==> config.mk <==
export PLATFORM = sky130hd
export DESIGN_NAME = fact_seq
export DESIGN_NICKNAME = d
export VERILOG_FILES = /design/src/rtl/fact_seq.sv
export SDC_FILE = /design/constraint.sdc
export NUM_CORES = 1
export LEC_CHECK = 0
export ABC_AREA = 1
export CORE_ASPECT_RATIO = 1.75
export CORE_MARGIN = 2
export CORE_UTILIZATION = 34
export CTS_CLUSTER_SIZE = 14
export DETAILED_ROUTE_END_ITERATION = 10
export GPL_ROUTABILITY_DRIVEN = 0
export GPL_TIMING_DRIVEN = 0
export PLACE_DENSITY = 0.83
export SETUP_SLACK_MARGIN = 0.3
export SYNTH_ARGS = -nofsm -noshare
export SYNTH_HDL_FRONTEND = slang
export SYNTH_SLANG_ARGS = --single-unit
==> constraint.sdc <==
create_clock -name clk -period 0.98 [get_ports clk]
set_input_delay 0.098 -clock clk [delete_from_list [all_inputs] [get_ports clk]]
set_output_delay 0.098 -clock clk [all_outputs]
set_load 0.02 [all_outputs]
==> src/rtl/fact_seq.sv <==
// fact_seq: control sequencer and result holder for the fact_dp factorial datapath.
// Optional cycle counter on the cyc output is built only when FACT_SEQ_CYC_CNT_EN is defined.
module fact_seq #(
  parameter int WIDTH = 32
) (
  input  logic             clk,
  input  logic             rst,
  input  logic             go,
  input  logic             clr,
  input  logic [WIDTH-1:0] n_in,
  input  logic             gt_in,
  input  logic             gt_fact,
  input  logic [WIDTH-1:0] nf,
  output logic [WIDTH-1:0] n,
  output logic             load_cnt,
  output logic             en,
  output logic             sel_1,
  output logic             load_reg,
  output logic             sel_2,
  output logic             busy,
  output logic             done,
  output logic             err,
  output logic [WIDTH-1:0] result,
  output logic [15:0]      cyc
);

  typedef enum logic [2:0] {
    IDLE = 3'd0,
    LOAD = 3'd1,
    CHK  = 3'd2,
    MUL  = 3'd3,
    DONE = 3'd4,
    ERR  = 3'd5
  } state_t;

  state_t state_r;

  // Sequencer: strobes are registered for the state being entered, so they are high exactly while in that state.
  always_ff @(posedge clk) begin
    if (rst) begin
      state_r  <= IDLE;
      n        <= '0;
      load_cnt <= 1'b0;
      en       <= 1'b0;
      sel_1    <= 1'b0;
      load_reg <= 1'b0;
      sel_2    <= 1'b0;
      busy     <= 1'b0;
      done     <= 1'b0;
      err      <= 1'b0;
      result   <= '0;
    end else begin
      load_cnt <= 1'b0;
      en       <= 1'b0;
      sel_1    <= 1'b0;
      load_reg <= 1'b0;
      sel_2    <= 1'b0;
      case (state_r)
        IDLE: begin
          if (go) begin
            n        <= n_in;
            done     <= 1'b0;
            err      <= 1'b0;
            load_cnt <= 1'b1;
            load_reg <= 1'b1;
            busy     <= 1'b1;
            state_r  <= LOAD;
          end else if (clr) begin
            done <= 1'b0;
            err  <= 1'b0;
          end else begin
            state_r <= IDLE;
          end
        end
        LOAD: begin
          state_r <= CHK;
        end
        CHK: begin
          if (gt_in) begin
            state_r <= ERR;
          end else if (gt_fact) begin
            // Multiply and decrement share one edge: the product uses the pre-decrement count.
            sel_1    <= 1'b1;
            load_reg <= 1'b1;
            en       <= 1'b1;
            state_r  <= MUL;
          end else begin
            sel_2   <= 1'b1;
            state_r <= DONE;
          end
        end
        MUL: begin
          state_r <= CHK;
        end
        DONE: begin
          result  <= nf;
          done    <= 1'b1;
          busy    <= 1'b0;
          state_r <= IDLE;
        end
        ERR: begin
          result  <= '0;
          err     <= 1'b1;
          busy    <= 1'b0;
          state_r <= IDLE;
        end
        default: begin
          busy    <= 1'b0;
          state_r <= IDLE;
        end
      endcase
    end
  end

`ifdef FACT_SEQ_CYC_CNT_EN
  logic [15:0] cyc_cnt_r;
  logic [15:0] cyc_r;

  function automatic logic [15:0] sat_inc(input logic [15:0] v);
    return (v == 16'hFFFF) ? v : v + 16'd1;
  endfunction

  // Busy-cycle counter; the completion edge itself is included in the captured value.
  always_ff @(posedge clk) begin
    if (rst) begin
      cyc_cnt_r <= 16'd0;
      cyc_r     <= 16'd0;
    end else begin
      if (state_r == IDLE && go) begin
        cyc_cnt_r <= 16'd0;
      end else if (busy) begin
        cyc_cnt_r <= sat_inc(cyc_cnt_r);
      end else begin
        cyc_cnt_r <= cyc_cnt_r;
      end
      if (state_r == DONE || state_r == ERR) begin
        cyc_r <= sat_inc(cyc_cnt_r);
      end else begin
        cyc_r <= cyc_r;
      end
    end
  end

  assign cyc = cyc_r;
`else
  assign cyc = 16'd0;
`endif

endmodule

==> results_tabular.tex, run 1 <==
\begin{tabular}{lr}
\hline
Metric & Value \\
\hline
\multicolumn{2}{l}{\textbf{Drt}} \\
Drc violations & 0 \\
Detailed Routing Iterations Pass 1 & 4 \\
Detail-routed via count per cell & slightly below 5 \\
Violation count after the first detailed-route iteration & 124 \\
Post-route ant nets & 0 \\
Average routed wire per standard cell & roughly 16 um \\
Detailed-route via count & 3,225 \\
Total length of routed wires & between 10,000 and 15,000 um \\
\multicolumn{2}{l}{\textbf{Timing}} \\
Setup repair after global routing missed its margin & true \\
Fin crit share & 122\% \\
Setup ws final & -0.215 ns \\
Setup violation total in the final timing report & 74 \\
Minimum period implied by the final worst setup slack & between 1 and 1.5 ns \\
Measured slew at the worst slew-check pin & a little under 0.8 ns \\
Worst slew slack as a fraction of its limit & between 40\% and 50\% \\
Final Hold Violating Endpoints & 0 \\
Maximum clock frequency & about 840 MHz \\
Final-report max-slew violation count & 0 \\
Worst Skew & 0.00329 ns \\
\multicolumn{2}{l}{\textbf{Outcome}} \\
Status & finished with violations \\
Violations in the final reports & negative setup slack \\
\multicolumn{2}{l}{\textbf{Final layout}} \\
Final std cells w/o fill & around 650 \\
Total number of nets in the final design & 630 \\
Registers with the most flip-flops & n x32, result x32, state\_r x3 \\
Relative area change from synthesis to final layout & 107\% \\
Combined area of the multi-input logic cells & around 1600 um\^{}2 \\
Fraction of layout instances using a drive strength above 1 & between 60\% and 70\% \\
Register area & $\sim$1600 um\^{}2 \\
Finished layout cell area & just under 6000 um\^{}2 \\
Fill cells & around 590 \\
Antenna Diode Count & 0 \\
\multicolumn{2}{l}{\textbf{Global route}} \\
Number of antenna violations at the first check in global routing & 0 \\
First-pass GRT wire length & approximately 15,000 um \\
Pin count of the biggest net entering global routing & 11 \\
Overall track demand over capacity in global routing & 21.2\% \\
Grt total ovfl & 0 \\
Vias in the first global route & 3,132 \\
\multicolumn{2}{l}{\textbf{Clock network}} \\
Maximum root-to-sink buffer count & 2 \\
Number of hold buffers added after CTS & 0 \\
Clock tree root driver cell & sky130\_fd\_sc\_hd\_\_clkbuf\_16 \\
Insertion delay of the later-clocked pin in the worst-skew pair & between 0.3 and 0.4 ns \\
Clock buffers created by TritonCTS & 9 \\
H-Tree Depth & 3 \\
Clock edge transition at the registers on the reported setup and hold paths & around 0.05 ns \\
Sinks on the clock net & 74 \\
CTS tree & done \\
\multicolumn{2}{l}{\textbf{Floorplanning}} \\
Row count & 43 \\
Area of the core region & roughly 8000 um\^{}2 \\
Die Y & about 120 um \\
Die Area & between 9000 and 10,000 um\^{}2 \\
Die boundary width & 72.7 um \\
I/O Pins & around 160 \\
Initial Util & 35.3\% \\
\multicolumn{2}{l}{\textbf{Placed design}} \\
Post-detailed-placement cell area & 4400 um\^{}2 \\
Post-DP HPWL & 6400 um \\
Placed Cells incl. Taps & just under 600 \\
Count of buffers inserted at the top-level ports & 139 \\
\multicolumn{2}{l}{\textbf{Worst setup path}} \\
Highest-delay cell along the critical path & sky130\_fd\_sc\_hd\_\_dfxtp\_4 \\
Worst EP required & between 1 and 1.5 ns \\
Number of cells on the critical path & 6 \\
Element type at the critical path end & flip-flop \\
Reg-to-reg slack, setup & -0.22 ns \\
Number of cells traversed by the worst register-to-register path & 6 \\
CP cell instances & nor2\_4, nand3\_4, buf\_12, buf\_8, nand2\_2, a21oi\_2 \\
Data arrival time of the critical path & roughly 1.4 ns \\
Number of buffers and inverters on the critical path & 2 \\
Biggest cell delay along the critical path & about 0.36 ns \\
Kind of launch point of the worst setup path & flip-flop \\
Biggest fanout along the worst timing path & 5 \\
Largest delay share family, worst path & flip-flops \\
Category of the most critical setup path & flip-flop to flip-flop \\
\multicolumn{2}{l}{\textbf{Synth}} \\
Number of cells produced by synthesis & about 350 \\
Top post-synthesis cells by count & 104 x sky130\_fd\_sc\_hd\_\_nand2\_1, 74 x sky130\_fd\_sc\_hd\_\_dfxtp\_1, 69 x sky130\_fd\_sc\_hd\_\_a21oi\_1 \\
Dominant register cell in the synthesized netlist & sky130\_fd\_sc\_hd\_\_dfxtp\_1 \\
Number of enable-type register cells in the synthesized netlist & 0 \\
Warning count from the yosys run & 0 \\
Synthesized area & 2810 um\^{}2 \\
Fraction of the yosys area taken by sequential cells & a little over half \\
Library cell occupying the most area in the post-synthesis netlist & sky130\_fd\_sc\_hd\_\_dfxtp\_1 \\
Post-Syn Area per Cell & approximately 8 um\^{}2 \\
Netlist cell types & 19 \\
Most frequent cell after synthesis & sky130\_fd\_sc\_hd\_\_nand2\_1 \\
Area share of the largest cell type after synthesis & between 50 and 60\% \\
Async set-or-reset flop fraction in the synthesized netlist & 0\% \\
Seq cells post-synth & 74 \\
Leading post-synthesis cells by cell area & sky130\_fd\_sc\_hd\_\_dfxtp\_1 53\%, sky130\_fd\_sc\_hd\_\_nand2\_1 14\%, sky130\_fd\_sc\_hd\_\_a21oi\_1 12\% \\
\multicolumn{2}{l}{\textbf{Power and ir drop}} \\
Leakage power total & between 2 and 2.5 nW \\
Power per Cell Area & $\sim$1400 nW/um\^{}2 \\
Highest ir drop seen on vdd & roughly 0.96 mV \\
\multicolumn{2}{l}{\textbf{Min path}} \\
Depth of the worst hold-timing path & 3 \\
Worst Hold Class & input port to flip-flop \\
\multicolumn{2}{l}{\textbf{Run}} \\
Max-cap viol count & 0 \\
\hline
\end{tabular}
[metrics by stage]
stage	hold slack, ns	utilization [%]	total power, W	TNS (ns)	setup slack [ns]
3_5_place_dp	0.453	55.3	0.00457	-17.19	-0.258
6_report	0.186	73.2	0.00804	-12.22	-0.215
4_1_cts	0.126	65.3	0.00781	-11.54	-0.188
3_3_place_gp	0.438	55.3	0.00455	-14.72	-0.202
5_1_grt	0.173	73.2	0.00836	-16.70	-0.268
2_1_floorplan	0.175	-	0.00392	-2.55	-0.0569
[timing repair]
item,4_1_cts,5_1_grt
setup buffers,18,22
gates cloned,8,0
pin swaps,7,26
setup endpoints to repair,146,146
gates resized for setup,545,129
endpoints found under the hold margin,0,0
[report_power, final]
group,total [W],switching (W),leakage [nW],internal (W)
sequential,0.00328,0.000117,0.637,0.00316
combinational,0.00183,0.000868,1.71,0.000965
clock,0.00293,0.00112,0.128,0.00181
[area by class of cell]
type	instances	share of cell area, %
clock buffer	13	4.47
tap	90	1.93
inverter	9	0.709
buffer	44	5.65
sequential	74	27.2
multi-input combinational	236	27.0
timing repair inverter	1	0.0644
timing repair buffer	185	33.0
[metal layers]
layer / GRT usage [%] / routed length (um)
met4: 7.63 / 261
met3: 5.19 / 528
met5: 0 / 0
met2: 40.2 / 6050
met1: 21.2 / 3560
[layout by cell type (no fill, tap or decap), types with 12 or more instances in the layout]
cell type | synthesis | routed
sky130_fd_sc_hd__nand2_4 | 0 | 25
sky130_fd_sc_hd__buf_6 | 3 | 85
sky130_fd_sc_hd__buf_4 | 17 | 49
sky130_fd_sc_hd__clkdlybuf4s50_1 | 0 | 67
sky130_fd_sc_hd__clkbuf_1 | 12 | 12
sky130_fd_sc_hd__nand2_1 | 104 | 52
sky130_fd_sc_hd__a21oi_1 | 69 | 17
sky130_fd_sc_hd__nand4_1 | 32 | 32
sky130_fd_sc_hd__a21oi_2 | 0 | 52
sky130_fd_sc_hd__conb_1 | 1 | 16
sky130_fd_sc_hd__nand2_2 | 1 | 27
sky130_fd_sc_hd__dfxtp_2 | 0 | 66
[tightest hold or removal path, cell delays in order]
cell and delay, ns:
sky130_fd_sc_hd__buf_2 0.17, sky130_fd_sc_hd__nand4_1 0.14, sky130_fd_sc_hd__a21oi_2 0.06
[final timing paths]
kind / startpoint / endpoint
max: state_r[0]$_SDFFE_PP0P_ / n[6]$_SDFFE_PP0P_
min: go / n[24]$_SDFFE_PP0P_
max reg2reg: state_r[0]$_SDFFE_PP0P_ / n[6]$_SDFFE_PP0P_
min reg2reg: n[16]$_SDFFE_PP0P_ / n[16]$_SDFFE_PP0P_
[cells by family (layout without fill, tap and decap cells)]
group / count (synthesis) / in the layout / share of synthesized area, %
and+or+nand+nor: 149 / 150 / 24.0
buffers and inverters: 53 / 252 / 10.6
other: 1 / 16 / 0.134
DFF: 74 / 74 / 52.7
AOI/OAI and AO/OA: 70 / 70 / 12.5
No activity file was read; power rests on OpenSTA's default activity.
==> run 2, diff against run 1 <==
--- a/config.mk
+++ b/config.mk
@@ -7,9 +7,8 @@
 export LEC_CHECK = 0
 export ABC_AREA = 1
 export CORE_ASPECT_RATIO = 1.75
-export CORE_MARGIN = 2
 export CORE_UTILIZATION = 34
-export CTS_CLUSTER_SIZE = 14
+export CTS_CLUSTER_SIZE = 28
 export DETAILED_ROUTE_END_ITERATION = 10
 export GPL_ROUTABILITY_DRIVEN = 0
 export GPL_TIMING_DRIVEN = 0
==> run 2 against run 1 <==
The run ends with design-rule violations, negative setup slack left. Via count down 0.40%. Clock skew about the same. Cell area down 0.71%. Fmax down 2.6%. Critical path depth up 1. Total power down 1.2%. Largest power group unchanged. Critical endpoint is now result[19]$_SDFFE_PP0P_. Sequential share of layout area up 0.28 points. Flip-flop and latch count unchanged. Combinational power up 3%.
==> results_tabular.tex, run 2 (synthesis gave the netlist of run 1 again) <==
\begin{tabular}{lr}
\hline
Metric & Value \\
\hline
\multicolumn{2}{l}{\textbf{Outcome}} \\
Status & finished with violations \\
Violations in the final reports & design-rule violations, negative setup slack \\
\multicolumn{2}{l}{\textbf{Drt}} \\
Total length of routed wires & just over 10,000 um \\
Post-route ant nets & 0 \\
Drc violations & 28 \\
Detailed Routing Iterations Pass 1 & 7 \\
Violation count after the first detailed-route iteration & $\sim$120 \\
Detailed-route via count & 3,212 \\
Detail-routed via count per cell & around 5 \\
Average routed wire per standard cell & 15.8 um \\
\multicolumn{2}{l}{\textbf{Worst setup path}} \\
Data arrival time of the critical path & $\sim$1.5 ns \\
Element type at the critical path end & flip-flop \\
Worst EP required & approximately 1.2 ns \\
Biggest fanout along the worst timing path & 6 \\
Kind of launch point of the worst setup path & flip-flop \\
Category of the most critical setup path & flip-flop to flip-flop \\
\multicolumn{2}{l}{\textbf{Timing}} \\
Worst Skew & between 0.002 and 0.003 ns \\
Measured slew at the worst slew-check pin & approximately 0.73 ns \\
Setup violation total in the final timing report & 74 \\
Fin crit share & 125\% \\
Worst slew slack as a fraction of its limit & around half \\
Setup ws final & -0.247 ns \\
Final-report max-slew violation count & 0 \\
Minimum hold slack & around 0.15 ns \\
Minimum period implied by the final worst setup slack & between 1 and 1.5 ns \\
Maximum clock frequency & between 800 and 900 MHz \\
Setup repair after global routing missed its margin & true \\
Final Hold Violating Endpoints & 0 \\
\multicolumn{2}{l}{\textbf{Clock network}} \\
Maximum root-to-sink buffer count & 2 \\
Clock edge transition at the registers on the reported setup and hold paths & $\sim$0.050 ns \\
Insertion delay of the later-clocked pin in the worst-skew pair & 0.32 ns \\
CTS tree & done \\
Sinks on the clock net & between 70 and 80 \\
Clock tree root driver cell & sky130\_fd\_sc\_hd\_\_clkbuf\_16 \\
Number of hold buffers added after CTS & 0 \\
Clock buffers created by TritonCTS & 9 \\
H-Tree Depth & 3 \\
\multicolumn{2}{l}{\textbf{Power and ir drop}} \\
Highest ir drop seen on vdd & 1.41 mV \\
Total power draw & between 0.007 and 0.008 W \\
Leakage power total & 2.46 nW \\
Power per Cell Area & between 1000 and 1500 nW/um\^{}2 \\
\multicolumn{2}{l}{\textbf{Final layout}} \\
Relative area change from synthesis to final layout & 106\% \\
Fill cells & roughly 580 \\
Antenna Diode Count & 0 \\
Fraction of layout instances using a drive strength above 1 & between 50\% and 60\% \\
Total number of nets in the final design & around 640 \\
Share of the core filled with cells in the final layout & between 70\% and 80\% \\
Registers with the most flip-flops & n x32, result x32, state\_r x3 \\
Leading cell type in the layout, fill and taps excluded & sky130\_fd\_sc\_hd\_\_buf\_6 \\
Commonest non-fill, non-tap cells in the layout & 86 x sky130\_fd\_sc\_hd\_\_buf\_6, 68 x sky130\_fd\_sc\_hd\_\_nand2\_1, 67 x sky130\_fd\_sc\_hd\_\_dfxtp\_2, 67 x sky130\_fd\_sc\_hd\_\_clkdlybuf4s50\_1, 58 x sky130\_fd\_sc\_hd\_\_buf\_4 \\
\multicolumn{2}{l}{\textbf{Global route}} \\
Pin count of the biggest net entering global routing & 11 \\
Vias in the first global route & about 3,200 \\
First-pass GRT wire length & 14,800 um \\
Grt total ovfl & 0 \\
Overall track demand over capacity in global routing & 22.0\% \\
Number of antenna violations at the first check in global routing & 0 \\
\multicolumn{2}{l}{\textbf{Floorplanning}} \\
Initial Util & 35.3\% \\
Die Area & a little under 9000 um\^{}2 \\
I/O Pins & $\sim$160 \\
Row count & 43 \\
Die boundary width & roughly 71 um \\
Die Y & 122 um \\
Area of the core region & 7960 um\^{}2 \\
\multicolumn{2}{l}{\textbf{Run}} \\
Max-cap viol count & 0 \\
\multicolumn{2}{l}{\textbf{Placed design}} \\
Post-DP HPWL & slightly above 6000 um \\
Count of buffers inserted at the top-level ports & between 100 and 150 \\
\multicolumn{2}{l}{\textbf{Min path}} \\
Worst Hold Class & input port to flip-flop \\
\hline
\end{tabular}
[run 2: worst paths after layout]
| path | cells past startpoint | endpoint | from | slack, ns |
|---|---|---|---|---|
| worst max-delay path | 7 | result[19]$_SDFFE_PP0P_ | state_r[2]$_SDFFE_PP0P_ | -0.25 |
| worst max register to register | 7 | result[19]$_SDFFE_PP0P_ | state_r[2]$_SDFFE_PP0P_ | -0.25 |
| worst min-delay path | 3 | n[25]$_SDFFE_PP0P_ | go | 0.15 |
| worst min register to register | 2 | n[10]$_SDFFE_PP0P_ | n[10]$_SDFFE_PP0P_ | 0.46 |
[run 2: critical path, stage by stage (launching register included)]
cell	delay [ns]
sky130_fd_sc_hd__dfxtp_4	0.37
sky130_fd_sc_hd__buf_6	0.12
sky130_fd_sc_hd__nand2_8	0.06
sky130_fd_sc_hd__nor2_4	0.12
sky130_fd_sc_hd__buf_6	0.14
sky130_fd_sc_hd__buf_6	0.12
sky130_fd_sc_hd__nand2_1	0.06
sky130_fd_sc_hd__a21oi_1	0.15
[run 2: metal layers]
metal | GRT usage (%) | share of wire, % | routed length (um) | vias up
met5 | 0 | 0 | 0 | -
met4 | 10.4 | 2.3 | 242 | 0
met3 | 4.68 | 5.9 | 612 | 20
met2 | 43.2 | 58 | 6030 | 129
met1 | 21.2 | 34 | 3520 | 1507
li1 | - | - | - | 1556
[run 2: cell type report]
cell class | instances | area [um^2] | share of cell area, %
Timing Repair Buffer | 193 | 2010 | 34.7
Multi-Input combinational cell | 235 | 1460 | 25.2
Sequential cell | 74 | 1590 | 27.5
Clock inverter | 1 | 5.00 | 0.0865
Buffer | 44 | 335 | 5.80
Inverter | 9 | 38.8 | 0.670
Tap cell | 90 | 113 | 1.95
Clock buffer | 12 | 236 | 4.09
[run 2: stage by stage]
step | setup WS (ns) | cell area, um^2 | TNS (ns) | std cells
after floorplan | -0.0569 | 2900 | -2.55 | 362
after global placement | -0.208 | 4400 | -14.52 | 591
after detailed placement | -0.256 | 4400 | -16.74 | 591
after CTS | -0.191 | 5270 | -11.46 | 632
after global routing | -0.329 | 5790 | -17.65 | 658
final | -0.247 | 5790 | -13.97 | 658
[run 2: power by group]
group	internal (W)	leakage, nW	switching [W]
sequential	0.00316	0.638	0.000118
combinational	0.00102	1.70	0.000872
clock	0.00167	0.118	0.00111
total	0.00585	2.46	0.00210
[run 2: repair_timing]
item | 4_1_cts | 5_1_grt
setup buffers | 22 | 25
pin swaps | 6 | 13
gates cloned | 6 | 1
gates resized for setup | 554 | 82
endpoints found under the setup margin | 146 | 146
